**config.mk**
```make
export PLATFORM = sky130hd
export DESIGN_NAME = control_sequencer
export DESIGN_NICKNAME = d
export VERILOG_FILES = /design/src/rtl/control_sequencer_pkg.sv /design/src/rtl/control_sequencer_decode.sv /design/src/rtl/control_sequencer.sv
export SDC_FILE = /design/constraint.sdc
export NUM_CORES = 1
export LEC_CHECK = 0
export ABC_AREA = 1
export CAP_MARGIN = 40
export CORE_UTILIZATION = 32
export CTS_CLUSTER_SIZE = 28
export DETAILED_ROUTE_END_ITERATION = 7
export GPL_ROUTABILITY_DRIVEN = 0
export HOLD_SLACK_MARGIN = 0.15
export PLACE_DENSITY = 0.77
export SYNTH_ARGS = -nofsm -noshare
export SYNTH_HDL_FRONTEND = slang
export SYNTH_SLANG_ARGS = --single-unit
export TNS_END_PERCENT = 30
```
**constraint.sdc**
```tcl
create_clock -name Clock -period 1.2 [get_ports Clock]
set_input_delay 0.24 -clock Clock [delete_from_list [all_inputs] [get_ports Clock]]
set_output_delay 0.24 -clock Clock [all_outputs]
set_load 0.005 [all_outputs]
```
**src/rtl/control_sequencer_pkg.sv**
```systemverilog
// control_sequencer_pkg
//   Shared definitions for the hardwired control sequencer: opcodes, T-state
//   enum, register FunSel codes, ARF select/enable encodings, the control-word
//   struct and its NOP value, plus small field helpers.
package control_sequencer_pkg;

    localparam logic [3:0] OPC_NOP  = 4'h0;
    localparam logic [3:0] OPC_LDI  = 4'h1;
    localparam logic [3:0] OPC_ADD  = 4'h2;
    localparam logic [3:0] OPC_SUB  = 4'h3;
    localparam logic [3:0] OPC_LD   = 4'h4;
    localparam logic [3:0] OPC_ST   = 4'h5;
    localparam logic [3:0] OPC_BEQ  = 4'h6;
    localparam logic [3:0] OPC_BRA  = 4'h7;

    typedef enum logic [2:0] {
        T0 = 3'd0,
        T1 = 3'd1,
        T2 = 3'd2,
        T3 = 3'd3,
        T4 = 3'd4
    } tstate_t;

    // Register FunSel codes (RF, ARF, IR)
    localparam logic [1:0] FS_DEC   = 2'b00;
    localparam logic [1:0] FS_INC   = 2'b01;
    localparam logic [1:0] FS_LOAD  = 2'b10;
    localparam logic [1:0] FS_CLEAR = 2'b11;

    // ARF output selects
    localparam logic [1:0] ARF_SEL_PC = 2'b00;
    localparam logic [1:0] ARF_SEL_AR = 2'b01;
    localparam logic [1:0] ARF_SEL_SP = 2'b10;

    // ARF register enables
    localparam logic [3:0] ARF_EN_PC = 4'b0100;
    localparam logic [3:0] ARF_EN_AR = 4'b0010;
    localparam logic [3:0] ARF_EN_SP = 4'b0001;

    // Datapath mux sources
    localparam logic [1:0] MUXA_ALU = 2'b00;
    localparam logic [1:0] MUXA_IMM = 2'b01;
    localparam logic [1:0] MUXA_MEM = 2'b10;
    localparam logic [1:0] MUXB_IMM = 2'b01;

    // ALU functions
    localparam logic [3:0] ALU_PASSA = 4'b0000;
    localparam logic [3:0] ALU_ADD   = 4'b0100;
    localparam logic [3:0] ALU_SUB   = 4'b0110;

    typedef struct packed {
        logic [2:0] rf_o1sel;
        logic [2:0] rf_o2sel;
        logic [1:0] rf_funsel;
        logic [3:0] rf_rsel;
        logic [3:0] rf_tsel;
        logic [3:0] alu_funsel;
        logic [1:0] arf_outasel;
        logic [1:0] arf_outbsel;
        logic [1:0] arf_funsel;
        logic [3:0] arf_rsel;
        logic       ir_lh;
        logic       ir_enable;
        logic [1:0] ir_funsel;
        logic       mem_wr;
        logic       mem_cs;
        logic [1:0] muxasel;
        logic [1:0] muxbsel;
        logic       muxcsel;
    } ctrl_word_t;

    // Idle word: nothing enabled, memory deselected (CS is active-low)
    localparam ctrl_word_t NOP_WORD = '{
        rf_o1sel:    3'b000,
        rf_o2sel:    3'b000,
        rf_funsel:   2'b00,
        rf_rsel:     4'b0000,
        rf_tsel:     4'b0000,
        alu_funsel:  4'b0000,
        arf_outasel: 2'b00,
        arf_outbsel: 2'b00,
        arf_funsel:  2'b00,
        arf_rsel:    4'b0000,
        ir_lh:       1'b0,
        ir_enable:   1'b0,
        ir_funsel:   2'b00,
        mem_wr:      1'b0,
        mem_cs:      1'b1,
        muxasel:     2'b00,
        muxbsel:     2'b00,
        muxcsel:     1'b0
    };

    // General register r (0..3 = R1..R4) as an RF enable: R1 is bit 3
    function automatic logic [3:0] rf_onehot(input logic [1:0] r);
        return 4'b1000 >> r;
    endfunction

    // General register r as an RF output select: 100..111 = R1..R4
    function automatic logic [2:0] rf_osel(input logic [1:0] r);
        return {1'b1, r};
    endfunction

endpackage

```
**src/rtl/control_sequencer_decode.sv**
```systemverilog
// cs_decode
//   Combinational control-word decoder: maps (T-state, latched opcode and
//   register fields, Z flag) to the full datapath control word.
//   Ports:
//     tstate      current T-state
//     idle        force the NOP word (halted or waiting in T0)
//     opcode      latched opcode
//     rd/rs1/rs2  latched register fields
//     z           ALU zero flag, consulted only in T2 of BEQ
//     cw          control word
//     illegal     high during T2 of an undefined opcode
module cs_decode
    import control_sequencer_pkg::*;
#(
    parameter logic [3:0] HALT_OPC = 4'hF
) (
    input  tstate_t    tstate,
    input  logic       idle,
    input  logic [3:0] opcode,
    input  logic [1:0] rd,
    input  logic [1:0] rs1,
    input  logic [1:0] rs2,
    input  logic       z,
    output ctrl_word_t cw,
    output logic       illegal
);

    always_comb begin
        cw      = NOP_WORD;
        illegal = 1'b0;
        if (!idle) begin
            case (tstate)
                T0, T1: begin
                    // Fetch one instruction byte from memory[PC], then PC++
                    cw.arf_outbsel = ARF_SEL_PC;
                    cw.mem_cs      = 1'b0;
                    cw.mem_wr      = 1'b0;
                    cw.ir_enable   = 1'b1;
                    cw.ir_lh       = (tstate == T1);
                    cw.ir_funsel   = FS_LOAD;
                    cw.arf_rsel    = ARF_EN_PC;
                    cw.arf_funsel  = FS_INC;
                end
                T2: begin
                    if (opcode != HALT_OPC) begin
                        case (opcode)
                            OPC_NOP: ;
                            OPC_LDI: begin
                                cw.muxasel   = MUXA_IMM;
                                cw.rf_rsel   = rf_onehot(rd);
                                cw.rf_funsel = FS_LOAD;
                            end
                            OPC_ADD, OPC_SUB: begin
                                cw.rf_o1sel   = rf_osel(rs1);
                                cw.rf_o2sel   = rf_osel(rs2);
                                cw.alu_funsel = (opcode == OPC_ADD) ? ALU_ADD : ALU_SUB;
                                cw.muxasel    = MUXA_ALU;
                                cw.rf_rsel    = rf_onehot(rd);
                                cw.rf_funsel  = FS_LOAD;
                            end
                            OPC_LD, OPC_ST: begin
                                cw.muxbsel    = MUXB_IMM;
                                cw.arf_rsel   = ARF_EN_AR;
                                cw.arf_funsel = FS_LOAD;
                            end
                            OPC_BEQ: begin
                                if (z) begin
                                    cw.muxbsel    = MUXB_IMM;
                                    cw.arf_rsel   = ARF_EN_PC;
                                    cw.arf_funsel = FS_LOAD;
                                end
                            end
                            OPC_BRA: begin
                                cw.muxbsel    = MUXB_IMM;
                                cw.arf_rsel   = ARF_EN_PC;
                                cw.arf_funsel = FS_LOAD;
                            end
                            default: illegal = 1'b1;
                        endcase
                    end
                end
                T3: begin
                    case (opcode)
                        OPC_LD: begin
                            cw.arf_outbsel = ARF_SEL_AR;
                            cw.mem_cs      = 1'b0;
                            cw.mem_wr      = 1'b0;
                            cw.muxasel     = MUXA_MEM;
                            cw.rf_rsel     = rf_onehot(rd);
                            cw.rf_funsel   = FS_LOAD;
                        end
                        OPC_ST: begin
                            cw.rf_o1sel    = rf_osel(rd);
                            cw.alu_funsel  = ALU_PASSA;
                            cw.arf_outbsel = ARF_SEL_AR;
                            cw.mem_cs      = 1'b0;
                            cw.mem_wr      = 1'b1;
                        end
                        default: ;
                    endcase
                end
                default: ;
            endcase
        end
    end

endmodule

```
**src/rtl/control_sequencer.sv**
```systemverilog
// control_sequencer
//   Hardwired control unit for the ALU_System datapath. Fetches a 16-bit
//   instruction as two bytes (T0, T1), latches its fields at the end of T1,
//   and sequences execute states T2..T3 before returning to T0.
//   Ports:
//     Clock, Reset (sync, active-low)
//     IROut       IR contents: [15:12] opcode, [11:10] Rd, [9:8] Rs1,
//                 [7:6] Rs2, [7:0] imm/addr
//     ALUOutFlag  {Z,C,N,O}
//     Step        single-step request (only with CTRL_STEP_EN)
//     RF_*/ALU_*/ARF_*/IR_*/Mem_*/Mux* datapath control word
//     TState      current T-state, Halted, Illegal (T2 pulse)
//   Configuration: define CTRL_STEP_EN to add the Step port; the sequencer then
//   idles in T0 with the NOP word until Step is sampled high.
module control_sequencer
    import control_sequencer_pkg::*;
#(
    parameter logic [3:0] HALT_OPC = 4'hF
) (
    input  logic        Clock,
    input  logic        Reset,
    input  logic [15:0] IROut,
    input  logic [3:0]  ALUOutFlag,
`ifdef CTRL_STEP_EN
    input  logic        Step,
`endif
    output logic [2:0]  RF_O1Sel,
    output logic [2:0]  RF_O2Sel,
    output logic [1:0]  RF_FunSel,
    output logic [3:0]  RF_RSel,
    output logic [3:0]  RF_TSel,
    output logic [3:0]  ALU_FunSel,
    output logic [1:0]  ARF_OutASel,
    output logic [1:0]  ARF_OutBSel,
    output logic [1:0]  ARF_FunSel,
    output logic [3:0]  ARF_RSel,
    output logic        IR_LH,
    output logic        IR_Enable,
    output logic [1:0]  IR_Funsel,
    output logic        Mem_WR,
    output logic        Mem_CS,
    output logic [1:0]  MuxASel,
    output logic [1:0]  MuxBSel,
    output logic        MuxCSel,
    output logic [2:0]  TState,
    output logic        Halted,
    output logic        Illegal
);

    tstate_t    tstate;
    logic       halted;
    logic       fetch_en;   // T0 actually fetches; clear = idle in T0 with NOP word
    logic [3:0] op_q;
    logic [1:0] rd_q;
    logic [1:0] rs1_q;
    logic [1:0] rs2_q;
    logic       run_req;
    logic       idle;
    ctrl_word_t cw;
    logic       unused_inputs;

`ifdef CTRL_STEP_EN
    assign run_req = Step;
`else
    assign run_req = 1'b1;
`endif

    // The low immediate bits and C/N/O are datapath-only
    assign unused_inputs = ^{IROut[5:0], ALUOutFlag[2:0]};

    // After reset and between stepped instructions the sequencer sits in T0
    // with fetch_en clear, which keeps the NOP word on the outputs for one
    // (or more) cycles before the real T0 fetch.
    always_ff @(posedge Clock) begin
        if (!Reset) begin
            tstate   <= T0;
            halted   <= 1'b0;
            fetch_en <= 1'b0;
            op_q     <= OPC_NOP;
            rd_q     <= '0;
            rs1_q    <= '0;
            rs2_q    <= '0;
        end else if (!halted) begin
            case (tstate)
                T0: begin
                    if (fetch_en) tstate   <= T1;
                    else          fetch_en <= run_req;
                end
                T1: begin
                    tstate <= T2;
                    op_q   <= IROut[15:12];
                    rd_q   <= IROut[11:10];
                    rs1_q  <= IROut[9:8];
                    rs2_q  <= IROut[7:6];
                end
                T2: begin
                    if (op_q == HALT_OPC) begin
                        tstate   <= T0;
                        halted   <= 1'b1;
                        fetch_en <= 1'b0;
                    end else if (op_q == OPC_LD || op_q == OPC_ST) begin
                        tstate <= T3;
                    end else begin
                        tstate   <= T0;
                        fetch_en <= run_req;
                    end
                end
                default: begin
                    tstate   <= T0;
                    fetch_en <= run_req;
                end
            endcase
        end
    end

    assign idle = halted || (tstate == T0 && !fetch_en);

    cs_decode #(.HALT_OPC(HALT_OPC)) u_decode (
        .tstate  (tstate),
        .idle    (idle),
        .opcode  (op_q),
        .rd      (rd_q),
        .rs1     (rs1_q),
        .rs2     (rs2_q),
        .z       (ALUOutFlag[3]),
        .cw      (cw),
        .illegal (Illegal)
    );

    assign RF_O1Sel    = cw.rf_o1sel;
    assign RF_O2Sel    = cw.rf_o2sel;
    assign RF_FunSel   = cw.rf_funsel;
    assign RF_RSel     = cw.rf_rsel;
    assign RF_TSel     = cw.rf_tsel;
    assign ALU_FunSel  = cw.alu_funsel;
    assign ARF_OutASel = cw.arf_outasel;
    assign ARF_OutBSel = cw.arf_outbsel;
    assign ARF_FunSel  = cw.arf_funsel;
    assign ARF_RSel    = cw.arf_rsel;
    assign IR_LH       = cw.ir_lh;
    assign IR_Enable   = cw.ir_enable;
    assign IR_Funsel   = cw.ir_funsel;
    assign Mem_WR      = cw.mem_wr;
    assign Mem_CS      = cw.mem_cs;
    assign MuxASel     = cw.muxasel;
    assign MuxBSel     = cw.muxbsel;
    assign MuxCSel     = cw.muxcsel;
    assign TState      = tstate;
    assign Halted      = halted;

endmodule

```
==> impl_metrics.toml <==
[min_path]
hp-class = "input pin to flop"

[yosys]
ys_warn_count = 0
synth_seq_area_share_pct = 28.2
avgSynthCellArea_um2 = 6.61
synth_cells = 150
ys_ff_latch = 14
syn_area_um2 = 992
synth_cell_type_count = 22

[sta]
setup_slack_ns = -0.550
setup_violations = 31
finalClockSkew_ns = 0.00277
rsz0062_at_grt = "true"
period_share_pct = 146
hold_viol = 0
period_minus_slack_ns = 1.75
setup_tns_ns = -11.94
fmax_mhz = 572
maxSlewViolCount = 0

[die]
die_y_um = 57.7
rows = 19
initial_core_util_pct = 34.8
die_area_um2 = 3330
dieWidth_um = 57.7
coreArea_um2 = 2850
io_pins = 68

[run_status]
status = "finished, violations left"
failed_checks = "design-rule violations, negative setup slack"

[route]
ant_nets = 0
post_drt_wl_per_cell_um = 11.6
via_per_inst = 4.55
dr_total_vias = 1200
drcViolationCount = 6
dr.pass1.iters = 8
drt-total-wl_um = 3050
drt_iter0_markers = 41

[cells_and_area]
stdcell_count = 264
drive_above_1_share_pct = 54.1
layout.nets = 256
n_fill_cell = 247
post-route-util_pct = 62.8
n_antenna_cell = 0
area_growth_pct = 80.6

[clock_network]
clock_sinks = 14
cts_tree = "built"
clock_tree.root_cell = "clkbuf_4"
cts_buffers = 3
cts_buffer_depth = 2
hold_buffers = 0
h-tree-depth = 1
clkTransAtPathRegs_ns = 0.09
insertion_delay_ns = 0.28

[worst_setup_path]
crit_path_end_kind = "output port"
path_buf_inv = 5
critical_path_class = "flop to output port"
worstPathArrival_ns = 1.51
required_ns = 0.96
reg2reg_slack_ns = -0.14
slowest_delay_ns = 0.37
cp-start-kind = "flop"
cpLargestDelayFamily = "simple AND/OR/NAND/NOR gates"
critPathSlowestCell = "dfxtp_4"
critPathMaxFanout = 4
path_cells = "inv_4, nor2_4, buf_6, inv_4, nor2_4, nand2_2, nand2_2, inv_2, nor3_2, buf_2"

[job]
maxCapViolations = 0

[grt]
grt_pass1_vias = 1130
antenna_found_initial = 0
grt_usage_pct = 18.8
grt_max_degree = 17
grt.overflow.total = 0
grt_pass1_wl_um = 4860

[place]
hpwl_um = 2170
dp.cells = 250
port_buffers = 42
pre_cts_slack_ns = -0.644

[power]
power_density_nw_per_um2 = 1510
ir_drop_v = 0.00111
p_leak_nw = 0.862
==> path summary, 6_finish.rpt <==
path	start	end	cells past startpoint
hold / removal	IROut[15]	op_q[3]	3
hold reg to reg	rs2_q[1]	rs2_q[1]	2
setup reg to reg	TState[1]	fetch_en	10
setup / recovery	TState[1]	RF_RSel[1]	10
==> stage by stage <==
stage	hold WS, ns	total power, W	area, µm²
5_1_grt	0.505	0.00289	1790
6_report	0.489	0.00271	1790
2_1_floorplan	0.366	0.00139	1060
4_1_cts	0.460	0.00261	1730
3_3_place_gp	0.443	0.00206	1620
3_5_place_dp	0.448	0.00209	1620
==> Yosys cell counts <==
cell type | number | area share (%)
o211ai_1 | 1 | 0.76
nor3_1 | 2 | 1.0
dfxtp_1 | 14 | 28
o21ai_0 | 8 | 4.0
inv_1 | 16 | 6.1
buf_6 | 2 | 2.3
a21oi_1 | 13 | 6.6
nand2_2 | 2 | 1.3
o21ai_1 | 1 | 0.50
nor2_1 | 21 | 7.9
a211oi_1 | 3 | 2.3
nand2_4 | 1 | 1.1
nand3_2 | 2 | 2.0
nand3_1 | 5 | 2.5
nor2_2 | 3 | 1.9
nand4_1 | 3 | 1.9
nor3_2 | 2 | 2.0
nor2_4 | 2 | 2.3
nand2_1 | 26 | 9.8
inv_2 | 4 | 1.5
buf_4 | 18 | 14
conb_1 | 1 | 0.38
==> worst reg2reg max path, cell delays in order (launching register included) <==
cell and delay [ns]:
dfxtp_4 0.37, inv_4 0.05, nor2_4 0.13, buf_4 0.13, buf_4 0.10, nand3_1 0.09
buf_4 0.16, nand3_1 0.06, nand2_1 0.06, nand2_1 0.06, nor2_1 0.03
==> per-layer routing <==
metal / GRT usage, % / vias to the layer above / part of all wire (%)
met5: 0 / - / 0
met4: 8.50 / 0 / 2.2
met3: 1.79 / 9 / 5.1
met1: 23.1 / 539 / 41
li1: - / 610 / -
met2: 33.2 / 42 / 51
==> cell usage in the layout (no fill, tap or decap), drive strengths merged <==
master	netlist	final
o21ai	9	9
clkdlybuf4s50	0	12
a211oi	3	3
nand2	29	29
a21oi	13	13
nor3	4	4
o211ai	1	1
clkdlybuf4s15	0	5
nand4	3	3
nor2	26	26
inv	20	20
dfxtp	14	14
buf	20	66
nand3	7	7
conb	1	16
clkbuf	0	5
==> flip-flops by register name (all words and copies together) (netlist names) <==
| register | count |
|---|---|
| rd_q | 2 |
| fetch_en | 1 |
| rs1_q | 2 |
| op_q | 4 |
| TState | 2 |
| rs2_q | 2 |
| Halted | 1 |
==> report_power, final <==
| group | internal (W) | switching, W |
|---|---|---|
| clock | 0.000185 | 0.000163 |
| sequential | 0.000597 | 0.000127 |
| combinational | 0.000831 | 0.000807 |
==> logic make-up after synthesis <==
group	share of synthesized area (%)
other cells	0.378
compound gates	14.1
flops	28.2
buf+inv	23.5
simple gates	33.8
==> area by class of cell <==
cell class / instances / area [µm²] / share of cell area, %
Clock buffer: 4 / 36.3 / 2.03
Inverter: 20 / 85.1 / 4.75
Multi-Input combinational cell: 111 / 669 / 37.4
Sequential cell: 14 / 300 / 16.8
Tap cell: 31 / 38.8 / 2.16
Timing Repair Buffer: 84 / 662 / 36.9
==> timing repair <==
| action | 4_1_cts | 5_1_grt |
|---|---|---|
| gates resized for setup | 145 | 22 |
| pin swaps | 21 | 19 |
| setup endpoints to repair | 38 | 34 |
| setup buffers | 11 | 1 |
Note: power is estimated with default switching activity, not from simulation.
==> edit 1, RTL diff (config.mk and constraints unchanged) <==
Register the output `Mem_WR`, with the module's reset; this adds one clock of latency there. The other outputs are not delayed to match.
--- a/src/rtl/control_sequencer.sv
+++ b/src/rtl/control_sequencer.sv
@@ -141,5 +141,11 @@
     assign IR_Enable   = cw.ir_enable;
     assign IR_Funsel   = cw.ir_funsel;
-    assign Mem_WR      = cw.mem_wr;
+    always_ff @(posedge Clock) begin
+        if (!Reset) begin
+            Mem_WR <= '0;
+        end else begin
+            Mem_WR <= cw.mem_wr;
+        end
+    end
     assign Mem_CS      = cw.mem_cs;
     assign MuxASel     = cw.muxasel;
Check against the original RTL: not equivalent (a bounded check fails within 10 cycles, from zero or initial values and one cycle with Reset low).
==> edit 1 against the unedited design <==
- the run ends with setup timing left
- fmax up 0.82%
- sequential power down 9.4%
- cell area up 3.4%
- sequential share of layout area up 0.59 points
- worst setup slack better by 0.014 ns
- wire length up 7.9%
- synthesized cell count up 1.3%
- clock power down 10%
- sequential cell count up 1
- via count up 7.0%
- power down 28%
- synthesized area up 2.5%
- critical path type unchanged
- largest power group unchanged
==> edit 1: results (changes against the unedited design) <==
metric,value,unit,change
outcome,"finished, violations left",,unchanged
violations,setup timing,,"was DRC, setup timing"
synth_area_leaders,"dfxtp_1, buf_4, nand2_1, a21oi_1, nor2_1",,"was dfxtp_1, buf_4, nand2_1, nor2_1, a21oi_1"
drive_gt1_share,52.07,%,was 54.08%
dpl-instance-area,1699,sq um,was 1618 sq um
cp_top_family,flip-flops,,was simple AND/OR/NAND/NOR gates
path_max_fanout,5,,was 4
drtIter0Drc,41,,unchanged
timing.final.ws_setup,-0.5353,ns,was -0.5495 ns
grt_pass1_wl,5.209,mm,was 4.864 mm
grt_usage,19.91,%,was 18.76%
yosys-top-cells-count,"nand2_1, a21oi_1, nor2_1, buf_4, inv_1",,"was nand2_1, nor2_1, buf_4, inv_1, dfxtp_1"
ys_types,26,,was 22
dpl_worst_slack,-0.5871,ns,was -0.6439 ns
dp_hpwl,2.219,mm,was 2.175 mm
worstSkewPairLatency,0.30,ns,was 0.28 ns
grt_start_max_net_pins,19,,was 17
hold_class,reg -> reg,,was in -> reg
route.met2.wl,1.769,mm,was 1.568 mm
setup_tns,-12.43,ns,was -11.94 ns
routed_via_density,4.490,,was 4.545
first_global_vias,1216,,"was 1,130"
drt-met1-wl,1.321,mm,was 1.261 mm
setup_viol,39,,was 31
seq_area_frac_synth,29.52,%,was 28.25%
clk_pin_slew_worst_paths,0.11,ns,was 0.09 ns
min_from,rs1_q[1],,was IROut[15]
routed_wirelength,3.293,mm,was 3.053 mm
nets,265,,was 256
irDropWorstVdd,0.0005336,V,was 0.001107 V
p_leak,0.0008788,uW,was 0.0008623 uW
drtPass1Iterations,4,,was 8
wl_met3,161,um,was 155 um
skew,0.009091,ns,was 0.002774 ns
edit 1: area by class of cell:
| class | instances | area (sq um) |
|---|---|---|
| Clock inverter | 1 | 5.005 |
| Multi-Input combinational cell | 112 | 661.9 |
| Tap cell | 44 | 55.05 |
| Sequential cell | 15 | 321.6 |
| Timing Repair Buffer | 93 | 714.4 |
| Fill cell | 274 | 1175 |
| Inverter | 18 | 72.57 |
| Clock buffer | 3 | 22.52 |
edit 1: cells by family (layout without fill, tap and decap cells):
family,Yosys count,count (layout),share of synthesized area [%]
and+or+nand+nor,64,64,29.15
AOI/OAI and AO/OA,32,32,17.47
buffers and inverters,40,115,23.49
DFF,15,15,29.52
other,1,16,0.3686
edit 1: worst reg2reg max path, delay by kind of cell, from the launching register on:
family	cells	cell delay [ns]
AO/OA/AOI/OAI	1	0.11
flip-flops	1	0.40
buffers and inverters	4	0.45
AND/OR/NAND/NOR	4	0.31
edit 1: repair_timing:
item | in CTS | in global routing
endpoints found under the setup margin | 35 | 42
pin swaps | 20 | 16
gates resized for setup | 124 | 26
setup buffers | 14 | 0
edit 1: layer usage:
layer | global-route usage, % | vias up
met2 | 40.56 | 47
met3 | 1.978 | 6
met1 | 21.10 | 593
li1 | - | 638
met5 | 0 | -
met4 | 6.122 | 0
edit 1: path summary, 6_finish.rpt:
path	to	cells after the start
setup / recovery	RF_RSel[3]	8
hold reg to reg	rs1_q[1]	2
setup reg to reg	TState[1]	9
hold / removal	rs1_q[1]	2
edit 1: through the flow:
| stage | power, uW | std cells |
|---|---|---|
| after floorplan | 1102 | 167 |
| after global placement | 1466 | 268 |
| after detailed placement | 1489 | 268 |
| after CTS | 1907 | 286 |
| after global routing | 2071 | 286 |
| final | 1956 | 286 |
edit 1: power by group:
part           internal, uW  leakage [uW]  switching (uW)
logic                   506      0.000734             481
clock network           124     0.0000177             189
registers               577      0.000127            79.1
==> edit 2, RTL diff (same settings) <==
Made on the original files. The option `CTRL_STEP_EN` is turned on by a define.
--- a/src/rtl/control_sequencer.sv
+++ b/src/rtl/control_sequencer.sv
@@ -13,4 +13,6 @@
 //   Configuration: define CTRL_STEP_EN to add the Step port; the sequencer then
 //   idles in T0 with the NOP word until Step is sampled high.
+`define CTRL_STEP_EN
+
 module control_sequencer
     import control_sequencer_pkg::*;
Ports: changed (added Step); port bits go from 68 to 69. No check against the original RTL was run, so the function may have changed too.
==> edit 2 against the unedited design <==
- the flow still finishes with violations (DRC, setup timing)
- cell count up 0.76%
- cell area up 6.5%
- clock power about the same
- wire length up 6.6%
- sequential share of layout area down 1.2 points
- sequential cell count unchanged
- synthesized area down 0.38%
- worst setup slack worse by 0.094 ns
- power up 41%
- critical path depth down 2
- combinational power up 63%
- critical path type unchanged
- critical endpoint is now RF_O2Sel[1]
==> edit 2: results (changes against the unedited design) <==
metric,value,unit,change
gr-usage-met3,3.175,%,was 1.786%
dpl_worst_slack,-0.7552,ns,was -0.6439 ns
drt-met1-wl,1.283,mm,was 1.261 mm
dp_hpwl,2.025,mm,was 2.175 mm
grt_usage,20.90,%,was 18.76%
r2r_end,TState[1],,was fetch_en
crit_arrival,1.60,ns,was 1.51 ns
setup_tns,-14.41,ns,was -11.94 ns
area_delta_synth_final,93.04,%,was 80.58%
route.met2.wl,1.741,mm,was 1.568 mm
setup_viol,32,,was 31
drtIter0Drc,28,,was 41
post-place-cells,247,,was 250
nets,259,,was 256
violations,"DRC, setup timing",,unchanged
register_area,296.5,sq um,was 300.3 sq um
hold-path-cell-count,2,,was 3
switchingPower,1602,uW,was 1097 uW
drtPass1Iterations,6,,was 8
pg_comb,2680,uW,was 1640 uW
buf_share,37.84,%,was 36.94%
avgSynthCellArea,6.546,sq um,was 6.615 sq um
multi_input_area,730.7,sq um,was 669.4 sq um
synth_area_leaders,"dfxtp_1, buf_4, nand2_1, nor2_1, a21oi_1",,unchanged
buffers,88,,was 84
wl_met3,170,um,was 155 um
wl_per_cell,12.24,um,was 11.56 um
seq_share,15.54,%,was 16.76%
switching_share,41.86,%,was 40.47%
routed_via_density,4.598,,was 4.545
stdcell_count,266,,was 264
grt_pass1_wl,5.271,mm,was 4.864 mm
seq_cells,14,,unchanged
comb.multi_input.count,110,,was 111
min_from,rs2_q[1],,was IROut[15]
path_max_fanout,6,,was 4
outcome,"finished, violations left",,unchanged
met2_usage,36.88,%,was 33.22%
hold_class,reg -> reg,,was in -> reg
cp_top_family,buffers and inverters,,was simple AND/OR/NAND/NOR gates
pg_clk,348,uW,about the same
yosys-top-cells-count,"nand2_1, nor2_1, buf_4, a21oi_1",,"was nand2_1, nor2_1, buf_4, inv_1, dfxtp_1"
grt_start_max_net_pins,20,,was 17
drive_gt1_share,57.87,%,was 54.08%
drc,4,,was 6
whs,0.4790,ns,was 0.4889 ns
ff2ff_path_depth,8,,was 10
inv_count,19,,was 20
synth_compound_area_share,19.24,%,was 14.12%
p_leak,0.0008615,uW,was 0.0008623 uW
portBuffers,43,,was 42
nFillCells,249,,was 247
timing.final.ws_setup,-0.6439,ns,was -0.5495 ns
whs_endpoint,rs2_q[1],,was op_q[3]
clkCellAreaFrac,1.902,%,was 2.025%
==> edit 2: cell count changes in the layout (fill, tap and decap cells not counted), sizes merged <==
cell           unedited run  this run
o22ai                     0         2
nor4                      0         1
a21oi                    13        18
nand4                     3         1
dlygate4sd2               0         1
nand3                     7         4
clkdlybuf4s50            12        14
a211oi                    3         0
o21ai                     9        13
buf                      66        69
inv                      20        19
nand2                    29        24
clkdlybuf4s15             5         3
==> edit 2: worst max-delay path by stage <==
stage	startpoint	to	slack, ns	cells past startpoint
floorplan	TState[1]	IR_Funsel[1]	-0.14	7
global placement	ALUOutFlag[3]	MuxBSel[0]	-0.69	6
detailed placement	ALUOutFlag[3]	ARF_FunSel[1]	-0.76	6
CTS	TState[0]	RF_RSel[2]	-0.59	7
global route	TState[0]	RF_RSel[2]	-0.71	7
finish	TState[0]	RF_O2Sel[1]	-0.64	8
==> edit 2: repair_timing <==
item | in CTS | in global routing
pin swaps | 14 | 13
setup endpoints to repair | 42 | 44
resized for setup | 159 | 37
setup buffers | 13 | 4
